## src/rtl/avst_capture_packetizer.sv

```systemverilog
// ---------------------------------------------------------------------------
// avst_capture_packetizer
//
// Purpose:
//   Consumes the free-running beat stream leaving the timing-adapter FIFO.
//   While idle, every beat is drained and counted as dropped so the FIFO never
//   holds stale samples. A software arm frames the next pkt_len accepted beats
//   into a single Avalon-ST packet. Each beat leaves as {beat_idx[3:0], data}
//   through a one-deep output register that runs at full throughput.
//
// Ports:
//   clk, reset          single clock, synchronous active-high reset
//   arm, pkt_len        capture request; pkt_len sampled on an accepted arm
//   in_valid, in_data   upstream beat
//   in_ready            upstream ready (combinational)
//   out_valid, out_data, out_startofpacket, out_endofpacket
//                       registered Avalon-ST source towards the capture sink
//   out_ready           downstream ready
//   busy                capture in progress or an output beat still pending
//   pkt_count           packets delivered downstream (wraps)
//   drop_count          beats discarded while idle (saturates)
// ---------------------------------------------------------------------------
module avst_capture_packetizer #(
   parameter int unsigned DATA_WIDTH = 28,
   parameter int unsigned OUT_WIDTH  = 32,
   parameter int unsigned LEN_WIDTH  = 16
) (
   input  logic                  clk,
   input  logic                  reset,
   input  logic                  arm,
   input  logic [LEN_WIDTH-1:0]  pkt_len,
   output logic                  in_ready,
   input  logic                  in_valid,
   input  logic [DATA_WIDTH-1:0] in_data,
   input  logic                  out_ready,
   output logic                  out_valid,
   output logic [OUT_WIDTH-1:0]  out_data,
   output logic                  out_startofpacket,
   output logic                  out_endofpacket,
   output logic                  busy,
   output logic [LEN_WIDTH-1:0]  pkt_count,
   output logic [LEN_WIDTH-1:0]  drop_count
);

   localparam int unsigned IDX_WIDTH = 4;

   // The beat index lives in the top nibble of the output word.
   if (OUT_WIDTH != DATA_WIDTH + IDX_WIDTH) begin : g_width_check
      $error("avst_capture_packetizer: OUT_WIDTH must equal DATA_WIDTH + 4");
   end

   typedef enum logic [0:0] {
      IDLE    = 1'b0,
      CAPTURE = 1'b1
   } state_e;

   state_e                 state_q,      state_d;
   logic [LEN_WIDTH-1:0]   cnt_q,        cnt_d;
   logic [LEN_WIDTH-1:0]   len_q,        len_d;
   logic                   out_valid_q,  out_valid_d;
   logic [OUT_WIDTH-1:0]   out_data_q,   out_data_d;
   logic                   sop_q,        sop_d;
   logic                   eop_q,        eop_d;
   logic                   busy_q,       busy_d;
   logic [LEN_WIDTH-1:0]   pkt_count_q,  pkt_count_d;
   logic [LEN_WIDTH-1:0]   drop_count_q, drop_count_d;

   logic                   accept_c;
   logic                   last_beat_c;
   logic                   arm_ok_c;
   logic                   pkt_done_c;

   // Idle always sinks; capture stalls only when the output register is full
   // and the sink is not draining it this cycle.
   assign in_ready    = (state_q == IDLE) || !out_valid_q || out_ready;

   assign accept_c    = (state_q == CAPTURE) && in_valid && in_ready;
   assign last_beat_c = (cnt_q == (len_q - LEN_WIDTH'(1)));
   // An arm is refused while a beat from the previous packet is still pending.
   assign arm_ok_c    = arm && (pkt_len != '0) && !out_valid_q;
   assign pkt_done_c  = out_valid_q && out_ready && eop_q;

   // Next-state and datapath
   always_comb begin
      state_d      = state_q;
      cnt_d        = cnt_q;
      len_d        = len_q;
      out_valid_d  = out_valid_q && !out_ready;
      out_data_d   = out_data_q;
      sop_d        = sop_q;
      eop_d        = eop_q;
      pkt_count_d  = pkt_count_q;
      drop_count_d = drop_count_q;

      if (pkt_done_c) begin
         pkt_count_d = pkt_count_q + LEN_WIDTH'(1);
      end

      unique case (state_q)
         IDLE: begin
            if (in_valid && (drop_count_q != '1)) begin
               drop_count_d = drop_count_q + LEN_WIDTH'(1);
            end
            if (arm_ok_c) begin
               state_d = CAPTURE;
               len_d   = pkt_len;
               cnt_d   = '0;
            end
         end
         CAPTURE: begin
            if (accept_c) begin
               out_valid_d = 1'b1;
               out_data_d  = OUT_WIDTH'({cnt_q[IDX_WIDTH-1:0], in_data});
               sop_d       = (cnt_q == '0);
               eop_d       = last_beat_c;
               cnt_d       = cnt_q + LEN_WIDTH'(1);
               if (last_beat_c) begin
                  state_d = IDLE;
               end
            end
         end
         default: begin
            state_d = IDLE;
         end
      endcase

      // Registered so that busy reflects exactly the state and output flops.
      busy_d = (state_d == CAPTURE) || out_valid_d;
   end

   // State and output registers
   always_ff @(posedge clk) begin
      if (reset) begin
         state_q      <= IDLE;
         cnt_q        <= '0;
         len_q        <= '0;
         out_valid_q  <= 1'b0;
         out_data_q   <= '0;
         sop_q        <= 1'b0;
         eop_q        <= 1'b0;
         busy_q       <= 1'b0;
         pkt_count_q  <= '0;
         drop_count_q <= '0;
      end else begin
         state_q      <= state_d;
         cnt_q        <= cnt_d;
         len_q        <= len_d;
         out_valid_q  <= out_valid_d;
         out_data_q   <= out_data_d;
         sop_q        <= sop_d;
         eop_q        <= eop_d;
         busy_q       <= busy_d;
         pkt_count_q  <= pkt_count_d;
         drop_count_q <= drop_count_d;
      end
   end

   assign out_valid         = out_valid_q;
   assign out_data          = out_data_q;
   assign out_startofpacket = sop_q;
   assign out_endofpacket   = eop_q;
   assign busy              = busy_q;
   assign pkt_count         = pkt_count_q;
   assign drop_count        = drop_count_q;

endmodule

```

## config.mk

```make
export PLATFORM = sky130hd
export DESIGN_NAME = avst_capture_packetizer
export DESIGN_NICKNAME = d
export VERILOG_FILES = /design/src/rtl/avst_capture_packetizer.sv
export SDC_FILE = /design/constraint.sdc
export NUM_CORES = 1
export LEC_CHECK = 0
export ABC_AREA = 1
export BUFFER_PORTS_ARGS = -buffer_cell sky130_fd_sc_hd__buf_2
export CAP_MARGIN = 15
export CORE_ASPECT_RATIO = 0.75
export CORE_MARGIN = 3
export CORE_UTILIZATION = 40
export DETAILED_ROUTE_END_ITERATION = 10
export PLACE_DENSITY = 0.69
export SLEW_MARGIN = 10
export SYNTH_ARGS = -nofsm -noshare
export SYNTH_HDL_FRONTEND = slang
export SYNTH_SLANG_ARGS = --single-unit
```

## constraint.sdc

```tcl
create_clock -name clk -period 3.3 [get_ports clk]
set_input_delay 0.33 -clock clk [delete_from_list [all_inputs] [get_ports clk]]
set_output_delay 0.33 -clock clk [all_outputs]
set_load 0.005 [all_outputs]
```

-- Word-level counts from Yosys, hierarchy flattened
Index checks and enable logic that the tools add are counted.
- bits in registers: 101
- input bits: 49
- output and inout bits: 69
- logic and storage cells: 47
- $add $sub $neg: 4
- equality and inequality tests: 4
- mux-type cells: 9
- bitwise gates (word level): 1
- reduce and logical (&&, ||, !) cells: 19
- operators with widths (cell ; number):
    adder 16 x 1 -> 16 bit (second input constant) ; 3
    2-to-1 mux 16 bit ; 2
    one-hot mux 16 bit (2 select lines) ; 1
    == test 16 bit ; 1
    zero test 16 bit ; 1
    != test 16 bit (second input constant) ; 1
    nonzero test 16 bit ; 1
    subtractor 16 x 1 -> 16 bit (second input constant) ; 1
    logical AND 1 bit ; 8
    AND reduction 2 bit ; 4
    2-to-1 mux 1 bit ; 5
    logical OR 1 bit ; 3
    zero test 1 bit ; 2
    != test 2 x 1 -> 1 bit (second input constant) ; 1
    != test 2 bit (second input constant) ; 1
    one-hot mux 1 bit (2 select lines) ; 1
    NOT 1 bit ; 1

-- Depth between registers and ports, before layout
Gate-level depths: netlist of the first run.
- word-level depth: 7
- mapped depth: 14
- gate-level depth less buffers: 14

-- Worst setup path before layout of the first run
No wires, ideal clock.
- path type: reg2reg
- start: reg drop_count_q[0], in the netlist drop_count[0]
- end: reg drop_count_q[1], in the netlist drop_count[1]
- library setup time: 116 ps
- data arrival time: 1498 ps
- data required time: 3184 ps
- path slack: 1686 ps
- cell stages (with the launch flop): 10
- buffers on the path: 1
- clock period less this slack: 1614 ps
- cell sequence: dfxtp_1 > ha_1 > nand2_1 > nor4_2 > nand2_1 > nand2_2 > inv_1 > buf_6 > nor2_1 > nor2_1
- longest elaborated chain between the ends: 3
- elaborated cells between the ends (all ways): 4
- classes of those cells: 1 x add/sub; 1 x eq/ne; 2 x reduce/logical
- ends and longest elaborated chain (what ; line ; RTL):
    start, declared ; 66 ; logic [LEN_WIDTH-1:0] drop_count_q, drop_count_d;
    start signal, assigned ; 154 ; drop_count_q <= drop_count_d;
    parallel branches: the longest is 3 deep, another holds adder 16 x 1 -> 16 bit ; - ;
Parallel ways; which one is timed is not known.
A chain may end at the register's enable or synchronous reset.

-- Final worst setup path of the first run
- start: reg state_q
- end: reg sop_q, in the netlist out_startofpacket
- longest elaborated chain between the ends: 5
- elaborated cells between the ends (all ways): 6
- classes of those cells: 1 x bitwise; 5 x reduce/logical
- ends and longest elaborated chain (what ; line ; RTL):
    start, declared ; 57 ; state_e state_q, state_d;
    start signal, assigned ; 145 ; state_q <= state_d;
    NOT 1 bit ; - ;
    logical OR 1 bit (2 in series) ; 75 ; assign in_ready = (state_q == IDLE) || !out_valid_q || out_ready;
    logical AND 1 bit ; 77 ; assign accept_c = (state_q == CAPTURE) && in_valid && in_ready;
    AND reduction 2 bit (no line) (*) ; - ;
    end signal, assigned ; 150 ; sop_q <= sop_d;
    end, declared ; 62 ; logic sop_q, sop_d;
Every way passes the cells marked *; elsewhere a longest branch is shown, timed or not.

==> impl_metrics.env, run 1 <==
export IMPL_fill_cells=1174
export IMPL_drv_slew=0
export IMPL_start_kind="flip-flop"
export IMPL_fmax_ghz=0.4718
export IMPL_htreeDepth=3
export IMPL_yosysMostFrequentCell="nand2_1"
export IMPL_required_ns=3.57
export IMPL_grtUsageMet1_pct=26.93
export IMPL_p_sw_uw=746.9
export IMPL_path_class="flip-flop to flip-flop"
export IMPL_dieArea_sq_um=14040
export IMPL_drt_pass1_iter_count=5
export IMPL_async_flop_share_pct=0
export IMPL_pwr_share_clk_pct=38.6
export IMPL_coreArea_sq_um=11950
export IMPL_swShare_pct=27.10
export IMPL_placed_cells=984
export IMPL_clock_latency_ns=0.34
export IMPL_antenna_found_initial=0
export IMPL_gp_congestion=0.8923
export IMPL_setup_worst_path_end_class="flip-flop"
export IMPL_synth_cells=735
export IMPL_grt_pass1_vias=4418
export IMPL_synth_seq_area_share_pct=39.99
export IMPL_synth_top_area_share_pct=39.99
export IMPL_ys_ff_latch=101
export IMPL_relSlewSlack_pct=35.00
export IMPL_gr_usage_all_layers_pct=18.58
export IMPL_clockRootBuffer="clkbuf_16"
export IMPL_powerDensity_nw_per_um2=458.5
export IMPL_finClkSkew_ns=0.004551
export IMPL_initialDrtViolationCount=354
export IMPL_setup_violations=0
export IMPL_max_cap_violations=0
export IMPL_grt_use_met3_pct=5.174
export IMPL_period_minus_slack_ns=2.119
export IMPL_grt_first_pass_wirelength_mm=21.39
export IMPL_ir_drop_uv=319.7
export IMPL_p_comb_share_pct=13.7
export IMPL_p_total_uw=2756
export IMPL_drc=0
export IMPL_syn_cell_area_sq_um=5056
export IMPL_worst_pin_slew_ns=0.9736
export IMPL_synth_distinct_cells=35
export IMPL_cts_sinks=101
export IMPL_cp_max_fo=25
export IMPL_top_usage_layer="met2"
export IMPL_portBuffers=117
export IMPL_globalRouteMet2Util_pct=27.29
export IMPL_viasPerCell=4.977
export IMPL_synth_common_cells="147 x nand2_1, 125 x nor2_1, 101 x dfxtp_1"
export IMPL_grt_max_degree=73
export IMPL_dp_hpwl_mm=9.553
export IMPL_synth_top_cells_by_area="dfxtp_1 40%, nand2_1 11%, nor2_1 9.3%"
export IMPL_drive_gt1_share_pct=18.38
export IMPL_leakage_uw=0.002646
export IMPL_arrival_ns=2.39
export IMPL_synth_main_ff_cell="dfxtp_1"
export IMPL_synth_warnings=0
export IMPL_synth_net_count=789
export IMPL_routed_wl_mm=12.98
export IMPL_synth_edf_count=0
export IMPL_rsz0062_at_grt="no"
export IMPL_rows=34
export IMPL_status="finished, final reports clean"
export IMPL_clk_pin_slew_worst_paths_ns=0.07
export IMPL_ios=118
export IMPL_cts_buffer_depth=2
export IMPL_final_cells=1000
export IMPL_hold_viol_final=0
export IMPL_cts_tree="built"
export IMPL_p_int_uw=2009
export IMPL_die_w_um=135.8
export IMPL_grt_overflow_total=0
export IMPL_ctsHoldBuffers=0
export IMPL_final_antenna_net_count=0
export IMPL_dieHeight_um=103.4
export IMPL_hp_class="input pin to flip-flop"
export IMPL_n_antenna_cell=0
export IMPL_tns_ns=0
export IMPL_cts_made_buffers=9
export IMPL_syn_to_final_growth_pct=18.88
export IMPL_vias=4977
export IMPL_nNetsFinal=887
export IMPL_initial_core_util_pct=42.30
export IMPL_wl_per_cell_um=12.98
export IMPL_post_route_period_util_pct=64.23
export IMPL_power_frac_seq_pct=47.7
export IMPL_yosysTopAreaCell="dfxtp_1"
export IMPL_syn_area_per_cell_sq_um=6.879
export IMPL_post_cts_buffers=0
export IMPL_cts_resized_gates=0
-- state kept, by name, summed over array words and instances, names as in the netlist --
signal,flops
busy,1
cnt_q,16
drop_count,16
len_q,16
out_data,32
out_endofpacket,1
out_startofpacket,1
out_valid,1
pkt_count,16
state_q,1
-- worst max-delay path, cell delays in order, from the launching register on --
cell and delay, ns:
dfxtp_1 0.62, nand3_2 0.36, inv_1 0.41, buf_4 0.34, nand4_1 0.16, a21oi_1 0.16
-- area by class of cell --
class                   instances  area (sq um)  share of cell area, %
clock buffers                  10         229.0                  3.809
clock inverters                 6         68.82                  1.145
inverters                      71         266.5                  4.434
multi-input cells             530          2614                  43.48
flip-flops and latches        101          2022                  33.64
well taps                     162         202.7                  3.372
repair buffers                120         608.1                  10.12
-- per-stage QoR --
stage	util (%)	worst slack [ns]	hold slack (ns)	instance area, sq um
after floorplan	-	1.686	0.4479	5056
after global placement	47.79	1.263	0.4534	5713
after detailed placement	47.79	1.165	0.4615	5713
after CTS	50.28	1.162	0.2258	6011
after global routing	50.28	0.9907	0.2424	6011
final	50.28	1.181	0.2365	6011
-- cell families after synthesis --
group | count (synthesis) | synth area share [%]
fa+ha+maj | 5 | 1.237
flops | 101 | 39.99
compound gates | 133 | 13.49
simple gates | 367 | 32.37
xor+xnor | 25 | 4.603
buf+inv | 104 | 8.315
-- cell usage in the layout, fill, tap and decap left out, drive strengths merged, types with 2 or more instances in the layout --
| master | synthesis | routed |
|---|---|---|
| nand2 | 151 | 151 |
| nor2 | 129 | 129 |
| buf | 10 | 120 |
| dfxtp | 101 | 101 |
| inv | 71 | 73 |
| o21ai | 68 | 68 |
| a21oi | 60 | 60 |
| nand3 | 35 | 35 |
| nand4 | 23 | 23 |
| xor2 | 17 | 17 |
| nor3 | 12 | 12 |
| nor4 | 11 | 11 |
| clkbuf | 23 | 10 |
| xnor2 | 7 | 7 |
| ha | 5 | 5 |
| nor3b | 3 | 3 |
| clkinv | 0 | 3 |
| nand3b | 2 | 2 |
| a31o | 2 | 2 |
-- layer usage --
layer | share of wire [%] | wire (um)
met5 | 0 | 0
met1 | 49 | 6368
met2 | 42 | 5497
met4 | 1.1 | 138
met3 | 7.5 | 973
-- power by group through the flow --
| stage | logic, uW | registers (uW) | clock network, uW |
|---|---|---|---|
| global placement | 373 | 1340 | 0 |
| floorplan | 260 | 1330 | 0 |
| global route | 432 | 1320 | 1150 |
| finish | 377 | 1320 | 1060 |
| CTS | 378 | 1310 | 1090 |
| detailed placement | 375 | 1340 | 0 |
-- final timing paths --
kind,slack (ns),start,cells past startpoint,to
min,0.24,in_data[12],3,out_data[12]
max,1.18,state_q,5,out_startofpacket
min reg2reg,0.47,out_startofpacket,2,out_startofpacket
max reg2reg,1.18,state_q,5,out_startofpacket
Power figures use the tool's default switching activity.
==> run 2, diff against run 1 <==
- PLACE_DENSITY: 0.69 -> 0.72
- clock period: 3.3 -> 1.8 ns (I/O delays scaled with it)
==> run 2 against run 1 <==
Compared with the run above: clock-buffer cell count up 1; maximum frequency is 27% higher; die area unchanged; power grew 89%; combinational power grew 110%.
==> impl_metrics.env, run 2 (synthesis results as in run 1) <==
export IMPL_status="finished, final reports clean"
export IMPL_dieHeight_um=103.4
export IMPL_relSlewSlack_pct=73.36
export IMPL_clk_pin_slew_worst_paths_ns=0.07
export IMPL_swShare_pct=27.25
export IMPL_hold_viol_final=0
export IMPL_wl_met1_mm=6.392
export IMPL_largest_reg_flops=32
export IMPL_cp_cell_sequence="nand2_2, inv_1, nand2_1, nor4_2, nand2_1, nand2_2, buf_4, nor2_1, nand2_1, nand2_1, inv_1, nor2_1"
export IMPL_layout_common_cells="144 x nand2_1, 117 x nor2_1, 117 x buf_2"
export IMPL_leakage_uw=0.002819
export IMPL_setup_worst_path_end_class="flip-flop"
export IMPL_final_cells=1029
export IMPL_area_sequential_sq_um=2027
export IMPL_start_kind="flip-flop"
export IMPL_antenna_found_initial=0
export IMPL_initialDrtViolationCount=346
export IMPL_final_antenna_net_count=0
export IMPL_ios=118
export IMPL_fmax_ghz=0.5989
export IMPL_multi_input_area_sq_um=2695
export IMPL_required_ns=2.04
export IMPL_p_comb_share_pct=15.3
export IMPL_drv_slew=0
export IMPL_cts_buffer_depth=2
export IMPL_rsz0062_at_grt="yes"
export IMPL_drive_gt1_share_pct=23.53
export IMPL_grt_max_degree=39
export IMPL_highest_layer="met4"
export IMPL_power_frac_seq_pct=46.1
export IMPL_grt_overflow_total=0
export IMPL_ir_drop_uv=814.4
export IMPL_n_antenna_cell=0
export IMPL_placed_cells=1009
export IMPL_wl_met3_mm=1.094
export IMPL_grt_pass1_vias=4593
export IMPL_cp_slowest_cell="dfxtp_2"
export IMPL_wl_met2_mm=5.774
export IMPL_worst_pin_slew_ns=0.3960
export IMPL_fill_cells=1117
export IMPL_finClkSkew_ns=0.006483
export IMPL_final_common_cell="nand2_1"
export IMPL_drt_pass1_iter_count=5
export IMPL_p_total_uw=5214
export IMPL_htreeDepth=3
export IMPL_grt_first_pass_wirelength_mm=21.85
export IMPL_crit_top_cell="nand2_1"
export IMPL_post_route_period_util_pct=92.76
export IMPL_path_class="flip-flop to flip-flop"
export IMPL_coreArea_sq_um=11950
export IMPL_cts_made_buffers=9
export IMPL_cts_tree="built"
export IMPL_viasPerCell=4.980
export IMPL_hp_class="input pin to flip-flop"
export IMPL_p_sw_uw=1421
export IMPL_routed_wl_mm=13.44
export IMPL_nNetsFinal=916
export IMPL_p_int_uw=3793
export IMPL_die_w_um=135.8
export IMPL_arrival_ns=1.91
export IMPL_wl_per_cell_um=13.06
export IMPL_dp_hpwl_mm=9.978
export IMPL_powerDensity_nw_per_um2=819.2
export IMPL_period_minus_slack_ns=1.670
export IMPL_syn_to_final_growth_pct=25.88
export IMPL_dieArea_sq_um=14040
export IMPL_cts_sinks=101
export IMPL_slowest_delay_ns=0.36
export IMPL_clockRootBuffer="clkbuf_16"
export IMPL_max_cap_violations=0
export IMPL_gp_congestion=0.9325
export IMPL_gr_usage_all_layers_pct=19.16
export IMPL_vias=5124
export IMPL_portBuffers=117
export IMPL_cp_max_fo=13
export IMPL_pwr_share_clk_pct=38.6
export IMPL_rows=34
export IMPL_drc=0
export IMPL_initial_core_util_pct=42.30
export IMPL_setup_violations=0
export IMPL_clock_latency_ns=0.35
==> run 2: worst paths after layout <==
kind | from | slack, ns | depth (start not counted) | end
worst max register to register | drop_count[4] | 0.13 | 12 | drop_count[10]
worst min register to register | out_startofpacket | 0.48 | 2 | out_startofpacket
worst min-delay path | in_data[7] | 0.08 | 3 | out_data[7]
worst max-delay path | drop_count[4] | 0.13 | 12 | drop_count[10]
==> run 2: timing repair <==
action                                  4_1_cts  5_1_grt
pin swaps                                     0       10
hold buffers                                  0        0
setup buffers                                 0        4
endpoints found under the setup margin        1        9
resized for setup                             1       25
endpoints found under the hold margin         0        0
cloned                                        0        0
==> run 2: critical path: cells and delay by family (launching register included) <==
family | cells | cell delay (ns)
simple gates | 9 | 0.90
flops | 1 | 0.36
buf+inv | 3 | 0.31
==> run 2: per-stage QoR <==
| stage | setup TNS [ns] | utilization [%] | cell area [sq um] | setup slack [ns] | hold WS (ns) |
|---|---|---|---|---|---|
| floorplan | 0 | - | 5056 | 0.1859 | 0.3187 |
| global placement | 0 | 49.68 | 5938 | 0.09733 | 0.4285 |
| global route | -0.1343 | 53.24 | 6365 | -0.03986 | 0.09314 |
| finish | 0 | 53.24 | 6365 | 0.1304 | 0.08039 |
| detailed placement | -0.006072 | 49.68 | 5938 | -0.006072 | 0.4366 |
| CTS | 0 | 52.29 | 6251 | 0.01627 | 0.07435 |
==> run 2: metal layers <==
metal | global-route usage, % | vias up
li1 | - | 2639
met1 | 26.07 | 2292
met2 | 29.85 | 176
met3 | 6.625 | 17
met4 | 3.950 | 0
met5 | 0 | -
==> run 2: cell type report <==
class | count | share of cell area (%)
Inverter | 71 | 4.187
Multi-Input combinational cell | 530 | 42.34
Clock buffer | 11 | 3.814
Clock inverter | 5 | 1.062
Sequential cell | 101 | 31.85
Timing Repair Buffer | 149 | 13.56
Tap cell | 162 | 3.185
==> run 2: power by group through the flow <==
| stage | Clock (uW) | Sequential (uW) | Combinational [uW] |
|---|---|---|---|
| after floorplan | 0 | 2450 | 477 |
| after global placement | 0 | 2450 | 750 |
| after detailed placement | 0 | 2450 | 755 |
| after CTS | 2050 | 2400 | 761 |
| after global routing | 2140 | 2420 | 905 |
| final | 2010 | 2400 | 798 |
==> run 3, diff against run 2 <==
- CELL_PAD_IN_SITES_DETAIL_PLACEMENT: not set -> 2
- CELL_PAD_IN_SITES_GLOBAL_PLACEMENT: not set -> 2
- CORE_UTILIZATION: 40 -> 26
- PLACE_DENSITY: 0.72 -> not set
- PLACE_DENSITY_LB_ADDON: not set -> 0.1
==> run 3 against run 2 <==
Compared with the run above: non-clock buffer count increased by 23; critical path depth fell by 1; wire length is 44% higher; die area up 51%; first-iteration DRC count decreased by 45%; critical path type unchanged.
==> impl_metrics.env, run 3 (synthesis results as in run 1) <==
export IMPL_status="finished, final reports clean"
export IMPL_drc=0
export IMPL_powerDensity_nw_per_um2=782.2
export IMPL_cp_num_cells=11
export IMPL_dp_hpwl_mm=14.74
export IMPL_place_ws_ns=-0.1451
export IMPL_cts_buffer_depth=2
export IMPL_hold_path_depth=3
export IMPL_coreArea_sq_um=18780
export IMPL_rsz0062_at_grt="yes"
export IMPL_syn_to_final_growth_pct=33.18
export IMPL_clk_pin_slew_worst_paths_ns=0.08
export IMPL_worst_pin_slew_ns=0.5910
export IMPL_ctsHoldBuffers=0
export IMPL_vias=5474
export IMPL_grt_max_degree=33
export IMPL_setup_worst_path_end_class="flip-flop"
export IMPL_max_cap_violations=0
export IMPL_cp_max_fo=5
export IMPL_path_delay_family="simple AND/OR/NAND/NOR gates"
export IMPL_drv_slew=0
export IMPL_antenna_found_initial=2
export IMPL_hold_viol_final=0
export IMPL_reg2reg_slack_ns=0.05
export IMPL_wl_per_cell_um=17.02
export IMPL_hp_class="input pin to flip-flop"
export IMPL_rows=43
export IMPL_gp_congestion=0.7937
export IMPL_initialDrtViolationCount=190
export IMPL_grt_pass1_vias=5884
export IMPL_largest_reg_flops=32
export IMPL_final_antenna_net_count=0
export IMPL_dieArea_sq_um=21170
export IMPL_drive_gt1_share_pct=28.20
export IMPL_clock_latency_ns=0.36
export IMPL_cp_cell_sequence="nor2_1, nand2_2, nor2_4, nand2_1, nand2_1, nand2_1, nor2_1, nand2_1, nor2_2, nand3_2, a21oi_1"
export IMPL_fill_cells=2267
export IMPL_cp_slowest_cell="dfxtp_2"
export IMPL_path_class="flip-flop to flip-flop"
export IMPL_die_w_um=167.0
export IMPL_ios=118
export IMPL_whs_ns=0.07436
export IMPL_layout_common_cells="142 x nand2_1, 117 x buf_2, 111 x nor2_1"
export IMPL_post_route_period_util_pct=97.10
export IMPL_cts_sinks=101
export IMPL_fmax_ghz=0.5722
export IMPL_period_minus_slack_ns=1.748
export IMPL_postLayoutCellArea_sq_um=6734
export IMPL_slowest_delay_ns=0.35
export IMPL_leakage_uw=0.002949
export IMPL_dieHeight_um=126.8
export IMPL_routed_wl_mm=19.35
export IMPL_htreeDepth=3
export IMPL_crit_top_cell="nand2_1"
export IMPL_portBuffers=117
export IMPL_nNetsFinal=939
export IMPL_setup_ws_ns=0.05225
export IMPL_grt_first_pass_wirelength_mm=31.31
export IMPL_final_common_cell="nand2_1"
export IMPL_ir_drop_uv=405.0
export IMPL_n_antenna_cell=0
export IMPL_cts_tree="built"
export IMPL_setup_violations=0
export IMPL_post_dp_cell_area_sq_um=6177
export IMPL_arrival_ns=2.01
export IMPL_post_route_util_pct=35.86
export IMPL_initial_core_util_pct=26.93
export IMPL_path_buf_inv=0
export IMPL_ff2ff_path_depth=11
export IMPL_relSlewSlack_pct=60.24
export IMPL_start_kind="flip-flop"
export IMPL_cts_made_buffers=9
export IMPL_finClkSkew_ns=0.007900
export IMPL_required_ns=2.07
export IMPL_viasPerCell=4.814
export IMPL_gr_usage_all_layers_pct=18.21
export IMPL_clockRootBuffer="clkbuf_16"
export IMPL_grt_overflow_total=0
export IMPL_drt_pass1_iter_count=4
run 3: cell types whose count changed in the layout (fill, tap and decap cells not counted), sizes merged:
cell / previous run / this run
bufinv: 1 / 0
inv: 73 / 72
clkbuf: 11 / 10
buf: 149 / 172
clkinv: 2 / 1
clkinvlp: 0 / 4
run 3: per-stage QoR:
stage                     power, uW  instances   TNS, ns
after floorplan                2924        735         0
after global placement         3280       1110  -0.05093
after detailed placement       3328       1110   -0.4916
after CTS                      5328       1131         0
after global routing           5567       1137   -0.7994
final                          5268       1137         0
run 3: worst paths after layout:
path | from | to
worst max-delay path | len_q[2] | out_endofpacket
worst min-delay path | in_data[24] | out_data[24]
worst max register to register | len_q[2] | out_endofpacket
worst min register to register | out_startofpacket | out_startofpacket
run 3: final cells by class:
class	instances	area, sq um	area share [%]
Multi-Input combinational cell	530	2771	41.16
Sequential cell	101	2042	30.32
Timing Repair Buffer	172	1065	15.81
Tap cell	247	309.0	4.589
Inverter	71	270.3	4.013
Clock buffer	10	229.0	3.400
Clock inverter	6	47.55	0.7061
run 3: report_power, final:
part | switching [uW] | total, uW | internal (uW)
Clock | 969 | 1920 | 954
Combinational | 563 | 939 | 376
Sequential | 77.0 | 2410 | 2330
run 3: what timing repair did:
item / CTS / global route
pin swaps: 5 / 14
setup endpoints to repair: 17 / 27
setup buffers: 5 / 6
resized for setup: 15 / 46
run 3: worst register-to-register path: cells and delay by family, from the launching register on:
| family | cells | cell delay, ns |
|---|---|---|
| AOI/OAI and AO/OA | 1 | 0.18 |
| DFF | 1 | 0.35 |
| and+or+nand+nor | 10 | 1.13 |
run 3: per-layer routing:
metal,global-route usage (%),share of wire [%],vias to the layer above
met5,0,0.11,-
met4,3.492,0.88,4
met3,5.576,6.3,17
met2,29.70,46,105
met1,24.06,47,2656
li1,-,-,2692
